$ cat config.mk
export PLATFORM = sky130hd
export DESIGN_NAME = sram_readback_ctr
export DESIGN_NICKNAME = d
export VERILOG_FILES = /design/src/rtl/sram_readback_pkg.sv /design/src/rtl/sram_readback_fifo.sv /design/src/rtl/sram_readback_ctr.sv
export SDC_FILE = /design/constraint.sdc
export NUM_CORES = 1
export LEC_CHECK = 0
export ABC_AREA = 0
export ABC_CLOCK_PERIOD_IN_PS = 13240
export BUFFER_PORTS_ARGS = -buffer_cell sky130_fd_sc_hd__buf_2
export CORE_ASPECT_RATIO = 0.6
export CORE_MARGIN = 1
export CORE_UTILIZATION = 60
export DETAILED_ROUTE_END_ITERATION = 10
export PLACE_DENSITY = 0.86
export SYNTH_ARGS = -nofsm -noshare
export SYNTH_HDL_FRONTEND = slang
export SYNTH_SLANG_ARGS = --single-unit
$ cat constraint.sdc
create_clock -name clk -period 13.24 [get_ports clk]
set_input_delay 0.662 -clock clk [delete_from_list [all_inputs] [get_ports clk]]
set_output_delay 0.662 -clock clk [all_outputs]
set_load 0.02 [all_outputs]
$ cat src/rtl/sram_readback_pkg.sv
// sram_readback_pkg: register map, FSM states and STATUS bit positions for sram_readback_ctr
`ifndef SRAM_ADDR_W
`define SRAM_ADDR_W 16
`endif
package sram_readback_pkg;
    localparam logic [1:0] REG_ADDR   = 2'd0;
    localparam logic [1:0] REG_LEN    = 2'd1;
    localparam logic [1:0] REG_DATA   = 2'd2;
    localparam logic [1:0] REG_STATUS = 2'd3;
    localparam int ST_AVAIL = 0;
    localparam int ST_BUSY  = 1;
    localparam int ST_CKS   = 16;
    typedef enum logic [1:0] {IDLE, FETCH, HOLD, DRAIN} state_t;
endpackage

$ cat src/rtl/sram_readback_fifo.sv
// sram_readback_fifo: two-entry word FIFO; a push on a full FIFO is taken only alongside a pop
module sram_readback_fifo #(
    parameter int W = 32
) (
    input  logic         clk,
    input  logic         rst,
    input  logic         flush,
    input  logic         push,
    input  logic         pop,
    input  logic [W-1:0] din,
    output logic [W-1:0] dout,
    output logic         full,
    output logic         empty
);
    logic [W-1:0] mem [2];
    logic wp, rp, we, re;
    logic [1:0] cnt;
    assign full = cnt == 2'd2;
    assign empty = cnt == 2'd0;
    assign re = pop && !empty;
    assign we = push && (!full || re);
    assign dout = mem[rp];
    always_ff @(posedge clk)
        if (rst || flush) begin
            mem[0] <= '0;
            mem[1] <= '0;
            wp <= 1'b0;
            rp <= 1'b0;
            cnt <= 2'd0;
        end else begin
            if (we) begin
                mem[wp] <= din;
                wp <= !wp;
            end
            if (re) rp <= !rp;
            cnt <= cnt + {1'b0, we} - {1'b0, re};
        end
endmodule

$ cat src/rtl/sram_readback_ctr.sv
// sram_readback_ctr: prefetches SRAM words and hands them to the CPU byte by byte, little-endian.
// Define SRAM_READBACK_CHECKSUM_EN for a 16-bit running checksum in STATUS[31:16].
`ifndef SRAM_ADDR_W
`define SRAM_ADDR_W 16
`endif
module sram_readback_ctr
    import sram_readback_pkg::*;
#(
    parameter int SRAM_ADDR_W = `SRAM_ADDR_W,
    parameter int DATA_W      = 32,
    parameter int CNT_W       = 16
) (
    input  logic                   clk,
    input  logic                   rst,
    input  logic                   cpu_valid,
    input  logic [1:0]             cpu_addr,
    input  logic [DATA_W-1:0]      cpu_wdata,
    input  logic [DATA_W/8-1:0]    cpu_wstrb,
    output logic [DATA_W-1:0]      cpu_rdata,
    output logic                   cpu_ready,
    output logic                   sram_valid,
    output logic [SRAM_ADDR_W-3:0] sram_addr,
    input  logic [DATA_W-1:0]      sram_rdata,
    input  logic                   sram_ready,
    output logic                   busy
);
    localparam int AW = SRAM_ADDR_W - 2;
    localparam int NB = DATA_W / 8;
    localparam int IW = NB > 1 ? $clog2(NB) : 1;
    localparam logic [IW-1:0] LAST = IW'(NB - 1);

    state_t state, nxt;
    logic [AW-1:0] base, ptr;
    logic [CNT_W-1:0] cnt;
    logic [IW-1:0] idx;
    logic [DATA_W-1:0] head, status, rd_val;
    logic [15:0] cks;
    logic full, empty, avail, acc, wr, len_wr, addr_wr, data_rd, done, push, pop, unused_ok;

    assign busy = state != IDLE;
    assign avail = !empty;
    assign acc = cpu_valid && !cpu_ready;
    assign wr = |cpu_wstrb;
    assign len_wr = acc && wr && cpu_addr == REG_LEN;
    assign addr_wr = acc && wr && cpu_addr == REG_ADDR;
    assign data_rd = acc && !wr && cpu_addr == REG_DATA;
    assign done = acc && !(data_rd && !avail && busy);
    assign push = state == FETCH && sram_ready && !len_wr;
    assign pop = data_rd && avail && idx == LAST;
    assign sram_valid = state == FETCH;
    assign sram_addr = ptr;
    assign unused_ok = ^cpu_wdata;

    sram_readback_fifo #(.W(DATA_W)) u_fifo (
        .clk(clk), .rst(rst), .flush(len_wr), .push(push), .pop(pop),
        .din(sram_rdata), .dout(head), .full(full), .empty(empty)
    );

`ifdef SRAM_READBACK_CHECKSUM_EN
    always_ff @(posedge clk)
        if (rst || len_wr) cks <= '0;
        else if (push) cks <= cks + sram_rdata[15:0] + sram_rdata[31:16];
`else
    assign cks = '0;
`endif

    always_comb begin
        status = '0;
        status[ST_CKS +: 16] = cks;
        status[ST_BUSY] = busy;
        status[ST_AVAIL] = avail;
    end

    assign rd_val = wr ? '0 :
                    cpu_addr == REG_ADDR ? DATA_W'(ptr) :
                    cpu_addr == REG_LEN  ? DATA_W'(cnt) :
                    cpu_addr == REG_DATA ? (avail ? DATA_W'(head[{idx, 3'b000} +: 8]) : '0) :
                    status;

    // A LEN write overrides whatever the FSM was doing, including an in-flight beat
    always_comb begin
        nxt = state;
        unique case (state)
            FETCH:   nxt = !sram_ready ? FETCH : cnt == CNT_W'(1) ? DRAIN : (!empty && !pop) ? HOLD : FETCH;
            HOLD:    nxt = (pop || !full) ? FETCH : HOLD;
            DRAIN:   nxt = empty ? IDLE : DRAIN;
            default: nxt = IDLE;
        endcase
        if (len_wr) nxt = |cpu_wdata[CNT_W-1:0] ? FETCH : IDLE;
    end

    always_ff @(posedge clk)
        if (rst) begin
            state <= IDLE;
            base <= '0;
            ptr <= '0;
            cnt <= '0;
            idx <= '0;
            cpu_ready <= 1'b0;
            cpu_rdata <= '0;
        end else begin
            state <= nxt;
            cpu_ready <= done;
            if (done) cpu_rdata <= rd_val;
            if (addr_wr) base <= cpu_wdata[AW-1:0];
            if (len_wr) begin
                ptr <= base;
                cnt <= cpu_wdata[CNT_W-1:0];
                idx <= '0;
            end else begin
                if (push) begin
                    ptr <= ptr + 1'b1;
                    cnt <= cnt - 1'b1;
                end
                if (data_rd && avail) idx <= idx == LAST ? '0 : idx + 1'b1;
            end
        end
endmodule

[Word-level counts from Yosys, hierarchy flattened]
Memories as Yosys holds them, arrays and structs flattened. A register that Yosys moved wholly into a read port is not among the register bits.
Cells that the tools add are included.
Storage, ports and cells
  register bits: 85
  bits in writable memories: 64
  input bits: 74
  output and inout port bits: 49
  memories kept: 1
Memories
  u_fifo.mem: words 2, bits a word 32, read ports 1, clocked after Yosys merged registers in 1, wr ports 2, RTL line sram_readback_fifo.sv:15  | logic [W-1:0] mem [2];
Operators by class
  $add $sub $neg: 5
  eq/ne operators: 8
  shift-type cells: 1
  mux-type cells: 28
  reductions and logical operators: 36
Operators with widths (number)
  2-to-1 mux 16 bit: 5
  2-to-1 mux 32 bit: 1
  OR reduction 32 bit: 1
  variable part select 32 x 6 -> 8 bit: 1
  2-to-1 mux 14 bit: 2
  == test 16 x 1 -> 1 bit, second input constant: 1
  logical AND 1 bit: 16
  2-to-1 mux 8 bit: 2
  OR reduction 16 bit: 1
  subtractor 16 x 1 -> 16 bit, second input constant: 1
  adder 14 x 1 -> 14 bit, second input constant: 1
  2-to-1 mux 2 bit: 7
  == test 2 bit, second input constant: 5
  2-to-1 mux 1 bit: 10
  zero test 1 bit: 9
  one-hot mux 2 bit (3 select lines): 1
  == test 2 x 1 -> 1 bit, second input constant: 2
  zero test 2 bit: 2
  nonzero test 2 bit: 2
  OR reduction 4 bit: 1
  logical OR 1 bit: 3
  adder 2 x 1 -> 2 bit: 1
  adder 2 x 1 -> 2 bit, second input constant: 1
  OR reduction 2 bit: 1
  subtractor 2 x 1 -> 2 bit: 1

[Longest topological paths before layout]
Gate-level depths: netlist of run 1.
  word-level depth: 14
  depth in mapped cells: 12
  mapped depth without buffers: 11

[Modules after synthesis]
From an unflattened synthesis of run 1, not the netlist that was laid out.
Second synthesis, totals
  cells, all modules: 605
  area total of the unflattened synthesis: 6602.6 µm²
By module, submodules not included
  sram_readback_ctr: instances 1, cells an instance 399, area an instance 3570.9 µm², sequential area each 1301.2 µm²
  sram_readback_fifo: instances 1, cells an instance 206, area an instance 3031.7 µm², sequential area each 2021.9 µm²

[Worst setup path after synthesis of run 1]
Ideal clock, no wire load.
  kind: in2reg
  from: in cpu_wstrb[1]
  to: mem u_fifo.mem[0][0] (enable)
  data arrival time: 4502 ps
  data required time: 12774 ps
  slack: 8273 ps
  stages: 6
  buffers on the path: 0
  path through: or4_4 > nor4_4 > a211oi_2 > nor3_1 > inv_1 > o21ai_0
RTL lines
  start, declared: RTL line sram_readback_ctr.sv:18  | input logic [DATA_W/8-1:0] cpu_wstrb,
  end, declared: RTL line sram_readback_fifo.sv:15

[Worst setup path in the final report of run 1]
  from: in cpu_wstrb[1]
  to: reg u_fifo.cnt[1]
Between the ends
  longest elaborated chain between the ends: 11
  elaborated cells between the ends (all ways): 16
  classes of those cells: 2 x add/sub; 14 x reduce/logical
RTL lines
  OR reduction 4 bit (*): RTL line sram_readback_ctr.sv:43  | assign wr = |cpu_wstrb;
  zero test 1 bit: RTL line sram_readback_ctr.sv:46  | assign data_rd = acc && !wr && cpu_addr == REG_DATA;
  logical AND 1 bit (2 in a row): RTL line sram_readback_ctr.sv:46
  logical AND 1 bit (2 in a row): RTL line sram_readback_ctr.sv:49  | assign pop = data_rd && avail && idx == LAST;
  logical AND 1 bit: RTL line sram_readback_fifo.sv:20  | assign re = pop && !empty;
  logical OR 1 bit: RTL line sram_readback_fifo.sv:21  | assign we = push && (!full || re);
  logical AND 1 bit: RTL line sram_readback_fifo.sv:21
  adder 2 x 1 -> 2 bit: RTL line sram_readback_fifo.sv:36  | cnt <= cnt + {1'b0, we} - {1'b0, re};
  subtractor 2 x 1 -> 2 bit: RTL line sram_readback_fifo.sv:36
  end signal, assigned: RTL line sram_readback_fifo.sv:36
  end, declared: RTL line sram_readback_fifo.sv:17  | logic [1:0] cnt;
Every way passes the cells marked *; elsewhere a longest branch is shown, timed or not.
A chain may end at the register's enable or synchronous reset.

==> summary.md, run 1 <==
| Metric | Value |
|---|---|
| Status | finished, final reports clean |
| Layout cells sized above 1 | 23.7% |
| Clk_lat worst skew | 0.43 ns |
| Worst EP required | 13.54 ns |
| Drt total wl | 15000 um |
| DRT antenna net count | 0 |
| CP startpoint | cpu_wstrb[1] |
| Filler instances | 693 |
| Min-delay src | cpu_rdata[1]$_SDFFE_PP0P_ |
| Synth warn | 0 |
| RSZ-0062 raised after global routing | no |
| Routability cong. | 0.916 |
| Buf/Inv on CP | 3 |
| Iter 0 DRT Violations | 456 |
| Vias | 4831 |
| WL/cell | 18.5 um |
| Peak supply drop | 0.000102 V |
| Num rows | 28 |
| Slowest cell on the critical path | or4_4 |
| Post-synth EDFFs | 64 |
| Fin crit share | 24.1% |
| P&R area growth vs syn | 15.7% |
| Area of the multi-input gates | 2870 sq um |
| Fmax | 0.313 GHz |
| Die H | 82.1 um |
| MaxCap Viol Count | 0 |
| CTS tree | yes |
| Post-synth top cells | 72 x nor2_1, 70 x dfxtp_1, 67 x and2_1, 64 x edfxtp_1, 34 x nand2_1 |
| Leading area contributor after synthesis | edfxtp_1 |
| CTS clock-pin slew for the worst setup and hold paths | 0.06 ns |
| Fin crit period | 3.19 ns |
| Port Buffers | 90 |
| Clock root buffer | clkbuf_16 |
| Clk_skew | 0.0158 ns |
| # diodes | 0 |
| DP Area | 6890 sq um |
| Worst Path Class, Setup | input port to register |
| Starting Density | 63.4% |
| Max incr delay on CP | 0.58 ns |
| Post-synth ARST share | 0% |
| Yosys reg bits | 134 |
| All-Layer GR Usage | 28.8% |
| DR pass1 iterations | 5 |
| Mapped cell area | 6420 sq um |
| Crit path cell chain | buf_2 > or4_4 > nor4_4 > a211oi_2 > nor3_1 > inv_1 > ha_1 > inv_1 > ha_1 > xnor2_1 > xnor2_1 > nor2_1 |
| Mean Syn Cell Area | 11.0 sq um |
| Seq. cell area | 3320 sq um |
| Post-Synthesis Cells | 583 |
| Top-area cell type share of the netlist area | 29.9% |
| Slew Limit Fails | 0 |
| Instance count on the critical path | 12 |
| First-pass GRT wire length | 23400 um |
| Final setup fails | 0 |
| Setup crit start kind | input port |
| Hold WC Path Type | register to register |
| Post-Place Setup Slack | 9.69 ns |
| Hpwl dp | 10200 um |
| Most common cell in the netlist | nor2_1 |
| Die W | 136 um |
| Count of final hold-check violations | 0 |
| Vias per cell | 5.96 |
| Sequential share of the synthesized area | 51.7% |
| Grt total ovfl | 0 |
| Vias in the first global route | 4445 |
| Pwr dens | 131 nW/um^2 |
| Setup tns final | 0 ns |
| Setup Fix Bufs, Post-CTS | 0 |
| Cell depth of the worst flop-to-flop path | 10 |
| Antenna violations before repair | 0 |
| Hold-fix buffers, CTS | 0 |
| DRC | 0 |
| Worst Slack Setup Final | 10.05 ns |
| Post-route cell area | 7430 sq um |
| CP arrival | 3.49 ns |
| Die ar. | 11100 sq um |
| Clock buffer depth | 2 |
| Leakage | 2.97 nW |
| Total CTS buffers | 17 |
| Final nets | 743 |
| CP endpoint kind | register |
| Core area | 10100 sq um |
| Worst hold path depth | 2 |
| R2R Path Start | idx[0]$_SDFFE_PP0P_ |
| Synth top area cells | edfxtp_1 30%, dfxtp_1 22%, and2_1 6.5%, mux4_2 5.6%, nor2_1 4.2% |
| Worst Max-Slew Pin Slew | 1.15 ns |
| Gate family responsible for the most delay along the worst path | simple AND/OR/NAND/NOR gates |
| H-tree levels | 4 |
| Largest net degree at the start of global routing | 62 |
| Max_slew headroom | 22.1% |
| I/O pin cnt | 123 |
| Post-synth top flop | dfxtp_1 |
| Number of distinct library cells after synthesis | 57 |
| Sink Count | 134 |
| Max FO, Critical Path | 5 |
| Post-CTS sizing | 0 |
==> sequential cells by signal (all words and copies together), names as in the netlist, named ones only <==
signal      count
cnt            16
cpu_rdata      16
u_fifo.rp       1
cpu_ready       1
base           14
idx             2
u_fifo.cnt      2
u_fifo.wp       1
sram_addr      14
state           2
u_fifo.mem     64
==> cell type report <==
class	instances	share of cell area, %
Timing Repair Buffer	96	6.67
Clock inverter	14	1.48
Multi-Input combinational cell	404	38.6
Inverter	10	0.505
Clock buffer	18	5.77
Sequential cell	134	44.7
Tap cell	135	2.27
==> final timing paths <==
| kind | end | slack [ns] |
|---|---|---|
| worst max register to register | u_fifo.cnt[1]$_SDFF_PP0_ | 10.24 |
| worst max-delay path | u_fifo.cnt[1]$_SDFF_PP0_ | 10.05 |
| worst min register to register | cpu_rdata[1]$_SDFFE_PP0P_ | 0.46 |
| worst min-delay path | cpu_rdata[1]$_SDFFE_PP0P_ | 0.46 |
==> per-stage QoR <==
| stage | total power, mW | util [%] | hold slack (ns) | instances |
|---|---|---|---|---|
| 2_1_floorplan | 0.521 | - | 0.464 | 598 |
| 3_3_place_gp | 0.541 | 68.1 | 0.448 | 779 |
| 3_5_place_dp | 0.546 | 68.1 | 0.451 | 779 |
| 4_1_cts | 0.976 | 73.4 | 0.465 | 811 |
| 5_1_grt | 1.00 | 73.4 | 0.496 | 811 |
| 6_report | 0.973 | 73.4 | 0.465 | 811 |
==> cell usage in the layout, fill, tap and decap left out, types with 16 or more instances in the layout <==
master | netlist | routed
mux4_2 | 16 | 16
edfxtp_1 | 64 | 64
mux2i_1 | 24 | 24
clkbuf_16 | 0 | 17
buf_2 | 2 | 90
nand2_1 | 34 | 34
xnor2_1 | 21 | 21
dfxtp_1 | 70 | 70
and2_1 | 67 | 67
conb_1 | 1 | 16
a211oi_1 | 26 | 26
nor2_1 | 72 | 72
==> cells by family after synthesis <==
kind of cell | Yosys count | synth area share, %
AND/OR/NAND/NOR | 232 | 19.5
flip-flops | 134 | 51.7
AO/OA/AOI/OAI | 73 | 8.20
buffers and inverters | 60 | 4.60
multiplexers | 49 | 10.9
XOR/XNOR | 28 | 3.82
adder cells (fa/ha/maj) | 6 | 1.17
other | 1 | 0.0584
==> worst min-delay path, cell delays in order (launching register included) <==
cell     delay [ns]
dfxtp_1        0.31
nand2_1        0.05
a21oi_1        0.05
==> where the power goes <==
| part | leakage [nW] | total [mW] | switching, mW | internal [mW] |
|---|---|---|---|---|
| Clock | 0.257 | 0.434 | 0.179 | 0.255 |
| Combinational | 1.47 | 0.0754 | 0.0467 | 0.0286 |
| Sequential | 1.24 | 0.464 | 0.0121 | 0.452 |
| Total | 2.97 | 0.973 | 0.238 | 0.736 |
==> per-layer routing <==
metal | global-route usage (%) | share of wire (%) | vias to the layer above | wire length [um]
met5 | 0 | 0 | - | 0
met3 | 8.42 | 9.6 | 26 | 1450
li1 | - | - | 2223 | -
met2 | 41.9 | 44 | 274 | 6680
met1 | 40.7 | 44 | 2308 | 6660
met4 | 10.8 | 1.6 | 0 | 248
No activity file was read; power rests on OpenSTA's default activity.
==> inputs of run 2 (changes only) <==
Settings changed: ABC_CLOCK_PERIOD_IN_PS 13240 to 2640, CORE_UTILIZATION 60 to 50, PLACE_DENSITY 0.86 to 0.76.
Clock period 13.24 ns to 2.64 ns, I/O delays scaled along.
==> run 2 against run 1 <==
  * Setup slack worse by 9.8 ns
  * Sequential share of layout area decreased by 2.1 points
  * Core utilization decreased by 10 points
  * Global-route usage decreased by 4.7 points
  * Wire length increased by 0.99%
  * First-iteration DRC count decreased by 20%
  * Cell count rose by 6.9%
  * Clock power rose to 5.6 times the previous value
  * Clock skew fell by 0.0076 ns
  * Non-clock buffer count grew 26
  * Largest cell class unchanged
  * Largest power group is now clock
  * Highest routed layer unchanged
==> summary.md, run 2 (synthesis results as in run 1) <==
| Metric | Value |
|---|---|
| Clk_skew | 0.00816 ns (-0.00760 ns) |
| Fin crit share | 90.9% |
| Hold WC Path Type | input port to register |
| Worst hold path depth | 2 (unchanged) |
| Fin crit period | 2.40 ns |
| Die H | 89.8 um (+9.3%) |
| Layout cells sized above 1 | 25.2% (+1.5 points) |
| Sink Count | 134 (unchanged) |
| Die ar. | 13300 sq um (+20%) |
| Combinational share of power | 7.8% (about the same) |
| Crit path cell chain | nand2b_1 > nor4_4 > a211oi_2 > nor3_2 > inv_1 > ha_1 > inv_1 > ha_1 > xnor2_1 > xnor2_1 > nor2_1 |
| Sw Share | 22.6% (-1.9 points) |
| Count of final hold-check violations | 0 (unchanged) |
| Non-Filler Instances | 867 (+6.9%) |
| H-tree levels | 4 (unchanged) |
| MaxCap Viol Count | 0 (unchanged) |
| Starting Density | 52.2% (-11 points) |
| Total CTS buffers | 17 (unchanged) |
| Largest net degree at the start of global routing | 60 (-3.2%) |
| All-Layer GR Usage | 24.1% (-4.7 points) |
| Setup Fix Bufs, Post-CTS | 0 (unchanged) |
| Slowest cell on the critical path | nor4_4 |
| Port Buffers | 90 (unchanged) |
| Commonest non-fill, non-tap cells in the layout | 90 x buf_2, 72 x nor2_1, 69 x dfxtp_1 |
| Max incr delay on CP | 0.33 ns (-0.25 ns) |
| Fmax | 0.417 GHz |
| Design internal power | 4.00 mW (+440%) |
| Sequential power share | 45.0% (-2.7 points) |
| Flip-flop count of the largest register after layout | 64 (unchanged) |
| Leakage | 3.14 nW (+5.8%) |
| Buf/Inv on CP | 2 (-1) |
| First-pass GRT wire length | 24700 um (+5.5%) |
| Num rows | 31 (+11%) |
| Post-route cell area | 7800 sq um (+5.0%) |
| Clock buffer depth | 2 (unchanged) |
| Pwr dens | 662 nW/um^2 (+410%) |
| DP Area | 7090 sq um (+2.8%) |
| CP endpoint kind | register |
| WL/cell | 17.5 um (-5.5%) |
| Gate family responsible for the most delay along the worst path | simple AND/OR/NAND/NOR gates |
| CTS tree | yes |
| Filler instances | 935 (+35%) |
| I/O pin cnt | 123 (unchanged) |
| Worst Max-Slew Pin Slew | 0.602 ns (-0.551 ns) |
| Setup crit start kind | register |
| DRC | 0 (unchanged) |
| Worst Path Class, Setup | register to register |
| Clock root buffer | clkbuf_16 |
| Most common cell after layout, fill and taps aside | buf_2 |
| CP arrival | 2.68 ns (-0.81 ns) |
| Max FO, Critical Path | 3 (-2) |
| Final setup fails | 0 (unchanged) |
| Vias in the first global route | 4627 (+4.1%) |
| Hpwl dp | 10600 um (+3.2%) |
| Final nets | 769 (+3.5%) |
| Reg with most FFs | u_fifo.mem |
| Vias | 4840 (+0.19%) |
| # diodes | 0 (unchanged) |
| Peak supply drop | 0.000529 V (+420%) |
| Die W | 148 um (+9.4%) |
| P&R area growth vs syn | 21.5% |
| Clock share of power | 47.2% (+2.6 points) |
| Max_slew headroom | 59.8% (+38 points) |
| Instance count on the critical path | 11 (-1) |
| Drt total wl | 15200 um (+0.99%) |
| Worst EP required | 2.92 ns (-10.62 ns) |
| RSZ-0062 raised after global routing | no |
| Iter 0 DRT Violations | 365 (-20%) |
| Clk_lat worst skew | 0.42 ns (about the same) |
| Dpl cells | 825 (+5.9%) |
| CTS clock-pin slew for the worst setup and hold paths | 0.06 ns (about the same) |
| Slew Limit Fails | 0 (unchanged) |
| DR pass1 iterations | 5 (unchanged) |
| DRT antenna net count | 0 (unchanged) |
| NetSw | 1.17 mW (+390%) |
| Core area | 12300 sq um (+21%) |
| Vias per cell | 5.58 (-6.3%) |
| Top flop regs | u_fifo.mem (64), cnt (16), cpu_rdata (16) |
| Status | finished, final reports clean |
| Routability cong. | 0.865 (-5.5%) |
| Antenna violations before repair | 0 (unchanged) |
| Cell depth of the worst flop-to-flop path | 11 (+1) |
| Setup tns final | 0 ns (unchanged) |
| Grt total ovfl | 0 (unchanged) |
## run 2: changes by cell type in the layout (fill, tap and decap cells not counted), sizes merged
cell / before / now
bufinv: 1 / 4
dlygate4sd3: 0 / 10
buf: 96 / 112
clkinv: 7 / 6
clkinvlp: 4 / 2
## run 2: final timing paths
path	to	startpoint	slack (ns)
worst max register to register	u_fifo.cnt[1]$_SDFF_PP0_	cpu_ready$_SDFF_PP0_	0.24
worst min-delay path	u_fifo.mem[0][29]$_SDFFCE_PN0P_	sram_rdata[29]	0.003
worst max-delay path	u_fifo.cnt[1]$_SDFF_PP0_	cpu_ready$_SDFF_PP0_	0.24
worst min register to register	cpu_rdata[1]$_SDFFE_PP0P_	cpu_rdata[1]$_SDFFE_PP0P_	0.46
## run 2: repair_timing
action / in CTS / in global routing
endpoints found under the setup margin: 0 / 1
hold endpoints to repair: 12 / 0
hold buffers: 10 / 0
resized for setup: 0 / 2
## run 2: power by group through the flow
stage | Combinational [mW] | Clock [mW] | Sequential [mW]
global placement | 0.378 | 0 | 2.36
finish | 0.403 | 2.44 | 2.32
floorplan | 0.251 | 0 | 2.36
CTS | 0.400 | 2.46 | 2.32
detailed placement | 0.385 | 0 | 2.37
global route | 0.439 | 2.56 | 2.33
## run 2: worst reg2reg max path, cell delays in order, from the launching register on
cell and delay [ns]:
dfxtp_1 0.31, nand2b_1 0.21, nor4_4 0.33, a211oi_2 0.13, nor3_2 0.21, inv_1 0.12
ha_1 0.29, inv_1 0.04, ha_1 0.19, xnor2_1 0.20, xnor2_1 0.16, nor2_1 0.06
## run 2: metrics by stage
| stage | util, % | worst slack [ns] | total power [mW] | hold WS [ns] |
|---|---|---|---|---|
| after detailed placement | 57.6 | -0.0134 | 2.75 | 0.406 |
| after global placement | 57.6 | 0.166 | 2.74 | 0.398 |
| after CTS | 63.4 | 0.0709 | 5.19 | 0.0000858 |
| after floorplan | - | 0.0606 | 2.61 | 0.268 |
| final | 63.5 | 0.240 | 5.17 | 0.00253 |
| after global routing | 63.5 | 0.0813 | 5.33 | 0.00335 |
## run 2: cell type report
cell class	count	area, sq um	area share, %
tap	165	206	2.65
sequential	134	3320	42.6
clock buffer	18	429	5.50
inverter	10	37.5	0.481
multi-input combinational	404	2880	36.9
timing repair buffer	122	741	9.49
clock inverter	14	181	2.33
## run 2: layer usage
layer,wire length [um],vias to the layer above,global-route usage (%)
li1,-,2281,-
met1,7420,2353,36.9
met2,6610,190,34.1
met3,1000,16,4.72
met4,159,0,6.96
met5,0,-,0
==> inputs of run 3 (changes only) <==
Settings changed: CORE_UTILIZATION 50 to 45, PLACE_DENSITY 0.76 to 0.7.
==> run 3 against run 2 <==
  * Wire length up 0.48%
  * Setup slack worse by 0.027 ns
  * Critical endpoint unchanged
  * Design area increased by 1.5%
  * Register-to-register slack worse by 0.03 ns
  * First-iteration DRC count decreased by 5.8%
  * Highest routed layer unchanged
  * Largest power group is now registers
  * Global-route usage down 2.3 points
  * Worst hold slack better by 0.0082 ns
  * Cell count rose by 4.6%
==> summary.md, run 3 (synthesis results as in run 1) <==
| Metric | Value |
|---|---|
| Max FO, Critical Path | 8 (+5) |
| Routability cong. | 0.841 (-2.9%) |
| Slowest cell on the critical path | dfxtp_1 |
| Top flop regs | u_fifo.mem (64), cnt (16), cpu_rdata (16) |
| Reg with most FFs | u_fifo.mem |
| Layout cells sized above 1 | 24.6% (-0.60 points) |
| Leakage | 3.16 nW (+0.78%) |
| Vias | 4838 (-0.041%) |
| RSZ-0062 raised after global routing | no |
| Final setup fails | 0 (unchanged) |
| Sink Count | 134 (unchanged) |
| # diodes | 0 (unchanged) |
| Die ar. | 14800 sq um (+11%) |
| Setup tns final | 0 ns (unchanged) |
| Largest net degree at the start of global routing | 60 (unchanged) |
| First-pass GRT wire length | 24000 um (-2.7%) |
| Fin crit period | 2.43 ns (+0.0272 ns) |
| Max_slew headroom | 59.0% (-0.83 points) |
| R2R Path Start | u_fifo.cnt[0]$_SDFF_PP0_ |
| Worst EP required | 2.93 ns (about the same) |
| Final nets | 782 (+1.7%) |
| Hold WC Path Type | input port to register |
| Total CTS buffers | 17 (unchanged) |
| DP Area | 7110 sq um (+0.37%) |
| Most common cell after layout, fill and taps aside | buf_2 |
| CP startpoint | u_fifo.cnt[0]$_SDFF_PP0_ |
| Worst Max-Slew Pin Slew | 0.614 ns (+0.0124 ns) |
| Fin crit share | 92.0% (+1.0 points) |
| Post-route cell area | 7920 sq um (+1.5%) |
| CTS tree | yes |
| Setup Fix Bufs, Post-CTS | 0 (unchanged) |
| Fmax | 0.412 GHz (-1.1%) |
| Clock buffer depth | 2 (unchanged) |
| Worst reg2reg endpoint | u_fifo.cnt[1]$_SDFF_PP0_ |
| Vias in the first global route | 4563 (-1.4%) |
| CTS clock-pin slew for the worst setup and hold paths | 0.06 ns (about the same) |
| Core area | 13800 sq um (+12%) |
| Clk_skew | 0.00949 ns (+0.00133 ns) |
| Setup crit start kind | register |
| CP Capture Point | u_fifo.cnt[1]$_SDFF_PP0_ |
| MaxCap Viol Count | 0 (unchanged) |
| DR pass1 iterations | 5 (unchanged) |
| DRC | 0 (unchanged) |
| WL/cell | 16.8 um (-4.0%) |
| Grt total ovfl | 0 (unchanged) |
| Port Buffers | 90 (unchanged) |
| Die H | 94.5 um (+5.3%) |
| Clk_lat worst skew | 0.42 ns (about the same) |
| Drt total wl | 15300 um (+0.48%) |
| Clock root buffer | clkbuf_16 |
| CP endpoint kind | register |
| DRT antenna net count | 0 (unchanged) |
| Cell depth of the worst flop-to-flop path | 11 (unchanged) |
| Count of final hold-check violations | 0 (unchanged) |
| Starting Density | 46.6% (-5.7 points) |
| Max incr delay on CP | 0.49 ns (+0.16 ns) |
| P&R area growth vs syn | 23.3% |
| CP arrival | 2.72 ns (+0.04 ns) |
| Status | finished, final reports clean |
| Flip-flop count of the largest register after layout | 64 (unchanged) |
| Antenna violations before repair | 0 (unchanged) |
| Worst Path Class, Setup | register to register |
| Iter 0 DRT Violations | 344 (-5.8%) |
| All-Layer GR Usage | 21.8% (-2.3 points) |
| Vias per cell | 5.33 (-4.4%) |
| H-tree levels | 4 (unchanged) |
| Reg-to-reg setup timing slack | 0.21 ns (-0.03 ns) |
| Peak supply drop | 0.000419 V (-21%) |
| Pwr dens | 632 nW/um^2 (-4.6%) |
| Slew Limit Fails | 0 (unchanged) |
| Crit path cell chain | nor2_1 > nor4_4 > a211oi_2 > nor3_1 > inv_1 > ha_1 > inv_1 > ha_1 > xnor2_1 > xnor2_1 > nor2_1 |
| Num rows | 33 (+6.5%) |
| I/O pin cnt | 123 (unchanged) |
| Die W | 156 um (+5.3%) |
| Hpwl dp | 10700 um (+1.5%) |
| Commonest non-fill, non-tap cells in the layout | 90 x buf_2, 72 x nor2_1, 70 x dfxtp_1 |
## run 3: cell count changes in the layout (fill, tap and decap cells not counted), sizes merged
cell	change
buf	-1
bufinv	-2
clkinv	+1
clkinvlp	+2
dlygate4sd3	+14
inv	-1
## run 3: metal layers
metal  vias up  GRT usage (%)  wire length (um)
met5         -              0                 0
met4         0           7.92               199
met3        17           4.82              1070
met2       174           31.0              6510
met1      2339           32.2              7490
li1       2308              -                 -
## run 3: area by class of cell
| class | instances | area (sq um) |
|---|---|---|
| fillers | 1173 | 5870 |
| flip-flops and latches | 134 | 3320 |
| multi-input cells | 404 | 2880 |
| repair buffers | 135 | 873 |
| clock buffers | 18 | 429 |
| well taps | 192 | 240 |
| clock inverters | 14 | 135 |
| inverters | 10 | 37.5 |
## run 3: repair_timing
| action | 4_1_cts | 5_1_grt |
|---|---|---|
| gates resized for setup | 0 | 0 |
| hold endpoints to repair | 31 | 0 |
| hold buffers | 24 | 0 |
## run 3: how the worst min path moves through the flow
stage | from | endpoint | depth (start not counted)
after floorplan | cpu_wdata[14] | cnt[14]$_SDFFE_PP0P_ | 2
after global placement | cpu_wdata[9] | base[9]$_SDFFE_PP0P_ | 3
after detailed placement | cpu_wdata[10] | base[10]$_SDFFE_PP0P_ | 3
after CTS | sram_rdata[4] | u_fifo.mem[0][4]$_SDFFCE_PN0P_ | 2
after global routing | sram_rdata[7] | u_fifo.mem[0][7]$_SDFFCE_PN0P_ | 2
final | sram_rdata[24] | u_fifo.mem[0][24]$_SDFFCE_PN0P_ | 2
## run 3: where the power goes
group          switching (mW)  leakage, nW  internal (mW)  total, mW
registers              0.0580         1.24           2.26       2.32
logic                   0.241         1.66          0.178      0.419
clock network           0.883        0.267           1.38       2.26
## run 3: metrics by stage
step	power [mW]	std cells	utilization [%]	hold slack (ns)	setup slack (ns)
6_report	5.00	907	57.4	0.0107	0.212
5_1_grt	5.17	907	57.4	0.00251	0.0197
4_1_cts	5.03	907	57.4	0.000519	0.214
3_5_place_dp	2.75	851	51.6	0.415	0.0897
3_3_place_gp	2.74	851	51.6	0.400	0.164
2_1_floorplan	2.61	598	-	0.268	0.0606
## run 3: worst max-delay path: cells and delay by family, from the launching register on
family          cells  cell delay [ns]
fa+ha+maj           2             0.48
xor+xnor            2             0.30
simple gates        4             0.74
buf+inv             2             0.17
compound gates      1             0.13
flops               1             0.49
